--- src/rtl/voltage_bcd_converter_pkg.sv ---
// rtl/voltage_bcd_converter_pkg.sv - shared types and constants for the voltage BCD converter
// Purpose: FSM state encoding, BCD digit geometry and clamp value used by
//          voltage_bcd_converter and its double-dabble sub-module.
// Ports:   none (package).
package voltage_bcd_converter_pkg;

    typedef enum logic [1:0] {
        ST_IDLE  = 2'd0,
        ST_SCALE = 2'd1,
        ST_SHIFT = 2'd2,
        ST_DONE  = 2'd3
    } conv_state_t;

    localparam int DIGIT_W   = 4;
    localparam int DIGIT_CNT = 4;
    localparam int BCD_W     = DIGIT_W * DIGIT_CNT;
    localparam int CODE_W    = 12;
    localparam int MV_W      = 14;
    localparam int DD_ITERS  = MV_W;

    localparam logic [MV_W-1:0] CLAMP_MV = 14'd9999;

endpackage

--- src/rtl/voltage_bcd_converter_bin2bcd_dd.sv ---
// rtl/voltage_bcd_converter_bin2bcd_dd.sv - sequential 14-bit double-dabble binary to BCD
// Purpose: converts a 14-bit binary value (<= 9999) into 4 packed BCD digits,
//          one add-3/shift iteration per clock, 14 iterations per conversion.
// Ports:
//   clk    in   system clock
//   rst_n  in   synchronous active-low reset
//   start  in   load bin and begin a conversion
//   bin    in   14-bit binary value, sampled when start=1
//   done   out  high during the final iteration; bcd is final from the next cycle
//   bcd    out  {thousands, hundreds, tens, units}
module bin2bcd_dd
    import voltage_bcd_converter_pkg::*;
(
    input  logic             clk,
    input  logic             rst_n,
    input  logic             start,
    input  logic [MV_W-1:0]  bin,
    output logic             done,
    output logic [BCD_W-1:0] bcd
);

    localparam logic [3:0] LAST_ITER = 4'(DD_ITERS - 1);

    logic [BCD_W-1:0] bcd_sr;
    logic [BCD_W-1:0] bcd_adj;
    logic [MV_W-1:0]  bin_sr;
    logic [3:0]       iter;
    logic             active;

    // Any nibble >= 5 would carry past 9 after the shift, so pre-correct it.
    always_comb begin
        bcd_adj = bcd_sr;
        for (int d = 0; d < DIGIT_CNT; d++) begin
            if (bcd_sr[d*DIGIT_W +: DIGIT_W] >= 4'd5) begin
                bcd_adj[d*DIGIT_W +: DIGIT_W] = bcd_sr[d*DIGIT_W +: DIGIT_W] + 4'd3;
            end
        end
    end

    always_ff @(posedge clk) begin
        if (!rst_n) begin
            active <= 1'b0;
            iter   <= '0;
            bcd_sr <= '0;
            bin_sr <= '0;
        end else if (start) begin
            active <= 1'b1;
            iter   <= '0;
            bcd_sr <= '0;
            bin_sr <= bin;
        end else if (active) begin
            bcd_sr <= {bcd_adj[BCD_W-2:0], bin_sr[MV_W-1]};
            bin_sr <= {bin_sr[MV_W-2:0], 1'b0};
            iter   <= iter + 4'd1;
            if (iter == LAST_ITER) begin
                active <= 1'b0;
            end
        end
    end

    assign done = active && (iter == LAST_ITER);
    assign bcd  = bcd_sr;

endmodule

--- src/rtl/voltage_bcd_converter.sv ---
// rtl/voltage_bcd_converter.sv - ADC code to millivolt BCD display stage
// Purpose: selects live or averaged ADC code, scales to mV, clamps at 9999 and
//          converts to BCD on a periodic refresh tick or on a display-mode change.
// Ports:
//   clk             in   system clock
//   rst_n           in   synchronous active-low reset
//   meas_value      in   12-bit live ADC code
//   acumul_value    in   14-bit accumulator output, [11:0] is the average
//   average_enable  in   selects the average and flags average mode
//   bcd_digits      out  {thousands, hundreds, tens, units}
//   bcd_valid       out  one-cycle pulse when bcd_digits updates
//   avg_mode        out  average_enable captured at launch
//   overflow        out  scaled value exceeded 9999 and was clamped
//   busy            out  conversion in progress
module voltage_bcd_converter
    import voltage_bcd_converter_pkg::*;
#(
    parameter int VREF_MV        = 4096,
    parameter int REFRESH_CYCLES = 5_000_000
) (
    input  logic              clk,
    input  logic              rst_n,
    input  logic [CODE_W-1:0] meas_value,
    input  logic [MV_W-1:0]   acumul_value,
    input  logic              average_enable,
    output logic [BCD_W-1:0]  bcd_digits,
    output logic              bcd_valid,
    output logic              avg_mode,
    output logic              overflow,
    output logic              busy
);

    localparam int               CNT_W    = $clog2(REFRESH_CYCLES);
    localparam logic [CNT_W-1:0] CNT_LAST = CNT_W'(REFRESH_CYCLES - 1);
    localparam logic [MV_W-1:0]  VREF     = MV_W'(VREF_MV);

    conv_state_t       state_q;
    conv_state_t       state_d;
    logic [CNT_W-1:0]  refresh_cnt;
    logic              pending;
    logic              avg_en_prev;
    logic [CODE_W-1:0] code_q;
    logic              avg_mode_q;
    logic              ovf_q;
    logic              tick;
    logic              mode_edge;
    logic              launch;
    logic [MV_W-1:0]   mv_raw;
    logic [CODE_W-1:0] frac_unused;
    logic [1:0]        acumul_hi_unused;
    logic              mv_over;
    logic [MV_W-1:0]   mv_clamped;
    logic              dd_done;
    logic [BCD_W-1:0]  dd_bcd;

    assign acumul_hi_unused = acumul_value[MV_W-1:CODE_W];

    assign tick      = (refresh_cnt == CNT_LAST);
    assign mode_edge = (average_enable != avg_en_prev);
    // A trigger seen in IDLE launches in the same cycle instead of waiting on pending.
    assign launch    = (state_q == ST_IDLE) && (pending || tick || mode_edge);
    assign busy      = (state_q != ST_IDLE);

    // mV = (code * VREF_MV) >> 12; the discarded fraction truncates toward zero.
    assign {mv_raw, frac_unused} = {{MV_W{1'b0}}, code_q} * {{CODE_W{1'b0}}, VREF};
    assign mv_over    = (mv_raw > CLAMP_MV);
    assign mv_clamped = mv_over ? CLAMP_MV : mv_raw;

    always_ff @(posedge clk) begin
        if (!rst_n) begin
            refresh_cnt <= '0;
        end else if (tick) begin
            refresh_cnt <= '0;
        end else begin
            refresh_cnt <= refresh_cnt + 1'b1;
        end
    end

    always_ff @(posedge clk) begin
        if (!rst_n) begin
            state_q <= ST_IDLE;
        end else begin
            state_q <= state_d;
        end
    end

    always_comb begin
        state_d = state_q;
        case (state_q)
            ST_IDLE:  if (launch) state_d = ST_SCALE;
            ST_SCALE: state_d = ST_SHIFT;
            ST_SHIFT: if (dd_done) state_d = ST_DONE;
            ST_DONE:  state_d = ST_IDLE;
            default:  state_d = ST_IDLE;
        endcase
    end

    always_ff @(posedge clk) begin
        if (!rst_n) begin
            pending     <= 1'b0;
            avg_en_prev <= 1'b0;
            code_q      <= '0;
            avg_mode_q  <= 1'b0;
            ovf_q       <= 1'b0;
            bcd_digits  <= '0;
            bcd_valid   <= 1'b0;
            avg_mode    <= 1'b0;
            overflow    <= 1'b0;
        end else begin
            avg_en_prev <= average_enable;
            bcd_valid   <= 1'b0;
            // While busy only one conversion can be queued: pending is a flag, not a count.
            if (launch) begin
                pending    <= 1'b0;
                code_q     <= average_enable ? acumul_value[CODE_W-1:0] : meas_value;
                avg_mode_q <= average_enable;
            end else if (tick || mode_edge) begin
                pending <= 1'b1;
            end
            if (state_q == ST_SCALE) begin
                ovf_q <= mv_over;
            end
            if (state_q == ST_DONE) begin
                bcd_digits <= dd_bcd;
                avg_mode   <= avg_mode_q;
                overflow   <= ovf_q;
                bcd_valid  <= 1'b1;
            end
        end
    end

    bin2bcd_dd u_bin2bcd_dd (
        .clk   (clk),
        .rst_n (rst_n),
        .start (state_q == ST_SCALE),
        .bin   (mv_clamped),
        .done  (dd_done),
        .bcd   (dd_bcd)
    );

endmodule

--- config.mk ---
export PLATFORM = sky130hd
export DESIGN_NAME = voltage_bcd_converter
export DESIGN_NICKNAME = d
export VERILOG_FILES = /design/src/rtl/voltage_bcd_converter_pkg.sv /design/src/rtl/voltage_bcd_converter_bin2bcd_dd.sv /design/src/rtl/voltage_bcd_converter.sv
export SDC_FILE = /design/constraint.sdc
export NUM_CORES = 1
export LEC_CHECK = 0
export ABC_AREA = 1
export BUFFER_PORTS_ARGS = -buffer_cell sky130_fd_sc_hd__buf_2
export CAP_MARGIN = 20
export CORE_ASPECT_RATIO = 1.1
export CORE_UTILIZATION = 58
export CTS_BUF_LIST = sky130_fd_sc_hd__clkbuf_16
export DETAILED_ROUTE_END_ITERATION = 8
export HOLD_SLACK_MARGIN = 0.15
export PLACE_DENSITY = 0.81
export SYNTH_ARGS = -nofsm -noshare
export SYNTH_HDL_FRONTEND = slang
export SYNTH_SLANG_ARGS = --single-unit
--- constraint.sdc ---
create_clock -name clk -period 1.71 [get_ports clk]
set_input_delay 0.2565 -clock clk [delete_from_list [all_inputs] [get_ports clk]]
set_output_delay 0.2565 -clock clk [all_outputs]
set_load 0.01 [all_outputs]
======== Word level (Yosys, flattened, before mapping) ========
Cells that the tools add are included.
cells by class
  reduce and logical (&&, ||, !) cells .... 12
  multiplexer cells ....................... 15
  bitwise operators ....................... 1
  add/subtract/negate cells ............... 6
  magnitude comparators ................... 5
  equal/unequal tests ..................... 8
operators by type and width
  cell                                                  number
  two-way mux 14 bit                                    3
  adder 23 x 1 -> 23 bit, second input constant         1
  equality test 23 bit, second input constant           1
  >= comparator 4 x 3 -> 1 bit, second input constant   4
  > comparator 12 x 14 -> 1 bit, second input constant  1
  adder 4 x 2 -> 4 bit, second input constant           3
  two-way mux 12 bit                                    1
  two-way mux 4 bit                                     3
  case mux 2 bit (4 select lines)                       1
  OR reduction 2 bit                                    3
  adder 4 x 1 -> 4 bit, second input constant           1
  equality test 2 bit, second input constant            2
  equality test 4 bit, second input constant            1
  two-way mux 1 bit                                     4
  two-way mux 2 bit                                     2
  != test 2 bit, second input constant                  2
  nonzero test 2 bit                                    2
  adder 3 x 2 -> 3 bit, second input constant           1
  logical OR 1 bit                                      3
  two-way mux 3 bit                                     1
  equality test 2 x 1 -> 1 bit, second input constant   1
  logical AND 1 bit                                     2
  zero test 2 bit                                       1
  AND reduction 2 bit                                   1
  2 further kinds                                       2
word-level totals
  register bits ........................... 95
  input port bits ......................... 29
  logic and storage cells ................. 62

======== Longest topological paths before layout ========
  depth after elaboration ................. 6
  mapped depth ............................ 10

======== Modules after synthesis ========
A second synthesis with hierarchy kept.
second synthesis, totals
  cell total of the unflattened synthesis .. 611
  area total of the unflattened synthesis .. 4518.1 µm²
by module, submodules not included
  module                 cells an instance  seq. area each (µm²)  instances  area an instance (µm²)
  voltage_bcd_converter  358                1161.1                1          2725.1
  bin2bcd_dd             253                700.7                 1          1793.0

======== Worst setup path after synthesis ========
No wires, ideal clock.
  path type ............................... reg-to-reg
  start point ............................. reg refresh_cnt[0]
  end point ............................... reg code_q[10]
  period minus slack after synthesis ...... 1.422 ns
  required time ........................... 1.595 ns
  arrival ................................. 1.307 ns
  cell stages (with the launch flop) ...... 10
  path buffers ............................ 1
  path slack .............................. 0.288 ns
  cell sequence ........................... dfxtp_1 ha_1 nand3_2 nor2_1 nand3_2 nand2_4 buf_8 nand3_1 nand2_1 nor2_1
on the way
  longest elaborated chain between the ends .. 4
ends and longest elaborated chain
  element                        line                          RTL
  start: declaration             voltage_bcd_converter.sv:39   logic [CNT_W-1:0] refresh_cnt;
  start signal: assignment       voltage_bcd_converter.sv:75   refresh_cnt <= refresh_cnt + 1'b1;
  equality test 23 bit           voltage_bcd_converter.sv:58   assign tick = (refresh_cnt == CNT_LAST);
  logical OR 1 bit (2 in a row)  voltage_bcd_converter.sv:61   assign launch = (state_q == ST_IDLE) && (pending || tick || mode_edge);
  logical AND 1 bit              voltage_bcd_converter.sv:61
  end signal: assignment         voltage_bcd_converter.sv:115  code_q <= average_enable ? acumul_value[CODE_W-1:0] : meas_value;
  end: declaration               voltage_bcd_converter.sv:42   logic [CODE_W-1:0] code_q;
Every way passes these cells.
A chain may end at the register's enable or synchronous reset.

======== Final worst setup path ========
  start point ............................. reg refresh_cnt[0]
  end point ............................... reg refresh_cnt[3]
on the way
  longest elaborated chain between the ends .. 2
  elaborated cells between the ends (all ways) .. 3
ends and longest elaborated chain
  element
  branches (longest 2 deep; another with adder 23 x 1 -> 23 bit)
Parallel ways; which one is timed is not known.

==> reports/results.txt <==
Status - finished with violations
Failing checks - DRC
Number of distinct library cells after synthesis - 38
CORE AREA - 7130 µm²
FF-to-FF setup slack - 0.11 ns
Clk slew on worst S/H paths - 0.06 ns
Finished Layout Cells - 700
Post-Syn Instances - 565
ANT nets after route - 0
Hold Slack - 0.233 ns
Port bufs - 45
Worst vdd ir - 0.762 mV
GPL Wtd Cong - 0.868
Worst EP required - 1.93 ns
Dpl cells - 682
Commonest non-fill, non-tap cell in the layout - dfxtp_1
DIE AREA - 7830 µm²
Crit path top cell by count - nand3_4
CP max stage delay - 0.37 ns
# fillers - 563
Final period util - 93.5%
CTS Root Cell - clkbuf_16
Vias per inst - 5.55
MaxCap Viol Count - 0
Initial DRC Count - 193
Clock Skew - 0.00375 ns
Detailed placement HPWL - 6420 µm
Minimum clock period - 1.60 ns
Via count - 3883
Register area share after synthesis - 42.9%
Area growth from synthesis to layout - 15.5%
Ratio of cells with drive above 1 in the final layout - 16.3%
Yosys Warn Count - 0
Crit path DAT - 1.82 ns
Synth Cell Area - 4340 µm²
PwrDens - 1370 nW/µm²
CP bufs+invs - 1
Worst skew pair latency - 0.33 ns
Most frequent cells in the layout - dfxtp_1, nand2_1, nor2_1, a21oi_1, inv_1
Setup tns final - 0 ns
Initial antenna violation count - 0
Clk buf depth - 2
Nets@finish - 654
Total wire length - 9570 µm
Syn Area/Cell - 7.68 µm²
Slew Limit Fails - 0
# diodes - 0
H-tree Lvls - 3
FP Rows - 32
#FFs+latches synth - 93
Fmax - 625 MHz
# setup viols final - 0
CP Launch Type - flip-flop
CP endpoint kind - flip-flop
WL per Instance - 13.7 µm
Critical-path top delay cell - dfxtp_1
Synth Net Count - 609
Die Span Y - 92.7 µm
First-pass iteration count of the detailed router - 7
Critical path class - reg2reg
GRT Total Usage - 25.2%
CP Cell Sequence - ha_2, nand3_4, nor2_2, nand3_4, nand2_2, buf_4, a21oi_1
Final hold vios - 0
Hold Crit Class - in2reg
CTS tree - built
CTS Sinks - 93
Inserted Clock Buffers - 9
Crit path max-delay family - simple AND/OR/NAND/NOR gates
Leakage - 0.00222 µW
Global-route wire length before repair - 16100 µm
IO Count - 49
Die width - 84.4 µm
Max FO, Critical Path - 8
Largest net degree at the start of global routing - 43
Starting Density - 60.8%
Vias in the first global route - 3743
Residual DRC count - 5
Total grt overflow - 0
-- worst min-delay path: cells and delay by family --
family	cells	cell delay [ns]
AND/OR/NAND/NOR	2	0.12
buffers and inverters	1	0.14
-- cells in the mapped netlist --
cell / count / area share [%]
dfxtp_1: 93 / 43
nand2_1: 80 / 6.9
nor2_1: 68 / 5.9
a21oi_1: 61 / 7.0
inv_1: 52 / 4.5
o21ai_0: 48 / 5.5
nand3_1: 27 / 3.1
clkbuf_1: 19 / 1.6
ha_1: 15 / 4.3
nor3_1: 14 / 1.6
mux2i_1: 12 / 2.8
nand4_1: 10 / 1.4
o221ai_1: 10 / 2.0
xor2_1: 8 / 1.6
nand2_2: 6 / 0.87
buf_2: 4 / 0.46
nor2_2: 4 / 0.58
xnor2_1: 4 / 0.81
nand3_2: 3 / 0.69
a31oi_1: 2 / 0.29
buf_4: 2 / 0.35
buf_8: 2 / 0.69
nand3b_1: 2 / 0.35
nor2_4: 2 / 0.52
o211ai_1: 2 / 0.35
o21a_1: 2 / 0.35
or2_2: 2 / 0.29
a21oi_2: 1 / 0.20
and3_1: 1 / 0.14
buf_6: 1 / 0.26
clkinv_1: 1 / 0.086
conb_1: 1 / 0.086
inv_2: 1 / 0.086
nand2_4: 1 / 0.26
nand3_4: 1 / 0.40
nor3b_1: 1 / 0.17
o2111ai_1: 1 / 0.20
or3_1: 1 / 0.14
-- power breakdown --
part           internal [µW]  total [µW]  switching [µW]  leakage (µW)
clock network           1270        2090             819      0.000156
logic                    713        1920            1210       0.00131
registers               2600        2850             251      0.000758
-- sequential cells by signal (all words and copies together) (netlist names) --
| register | count |
|---|---|
| pending | 1 |
| u_bin2bcd_dd.active | 1 |
| bcd_digits | 16 |
| u_bin2bcd_dd.bcd | 16 |
| u_bin2bcd_dd.bin_sr | 14 |
| bcd_valid | 1 |
| avg_mode_q | 1 |
| state_q | 2 |
| code_q | 12 |
| avg_en_prev | 1 |
| u_bin2bcd_dd.iter | 4 |
| refresh_cnt | 23 |
| avg_mode | 1 |
-- cell type report --
| cell class | instances | area [µm²] | share of cell area, % |
|---|---|---|---|
| clock buffers | 9 | 225 | 4.50 |
| well taps | 85 | 106 | 2.12 |
| multi-input cells | 391 | 2170 | 43.3 |
| repair buffers | 61 | 358 | 7.14 |
| clock inverters | 7 | 88.8 | 1.77 |
| inverters | 54 | 203 | 4.05 |
| flip-flops and latches | 93 | 1860 | 37.2 |
-- routing by layer --
metal,up-vias,GRT usage [%],share of wire (%)
met5,-,0,0
met4,0,8.47,1.4
met3,16,5.35,4.0
met2,90,46.1,50
met1,1810,29.3,44
li1,1967,-,-
-- timing repair --
| item | CTS | global route |
|---|---|---|
| setup buffers | 0 | 1 |
| gates resized for setup | 0 | 11 |
| setup endpoints to repair | 0 | 33 |
| hold buffers | 0 | 0 |
| hold endpoints to repair | 0 | 0 |
-- logic make-up (layout without fill, tap and decap cells) --
kind of cell	Yosys count	after routing	share of synthesized area [%]
simple gates	223	224	23.4
other cells	1	1	0.0865
fa+ha+maj	15	15	4.33
mux	12	12	2.77
buf+inv	82	131	8.08
compound gates	127	127	16.0
xor+xnor	12	12	2.42
flops	93	93	42.9
-- worst paths after layout --
kind / from / end / depth (start not counted)
worst max-delay path: refresh_cnt[0] / refresh_cnt[3] / 7
worst min-delay path: rst_n / state_q[1] / 3
worst max register to register: refresh_cnt[0] / refresh_cnt[3] / 7
worst min register to register: u_bin2bcd_dd.bin_sr[13] / u_bin2bcd_dd.bin_sr[13] / 2
-- through the flow --
| step | power [µW] | worst slack [ns] | utilization [%] | area, µm² |
|---|---|---|---|---|
| finish | 6860 | 0.111 | 70.3 | 5010 |
| global route | 7300 | -0.0167 | 70.3 | 5010 |
| CTS | 6850 | 0.0489 | 69.6 | 4960 |
| detailed placement | 4750 | 0.0756 | 65.2 | 4650 |
| global placement | 4650 | 0.133 | 65.2 | 4650 |
| floorplan | 4230 | 0.288 | - | 4340 |
Power figures use the tool's default switching activity.
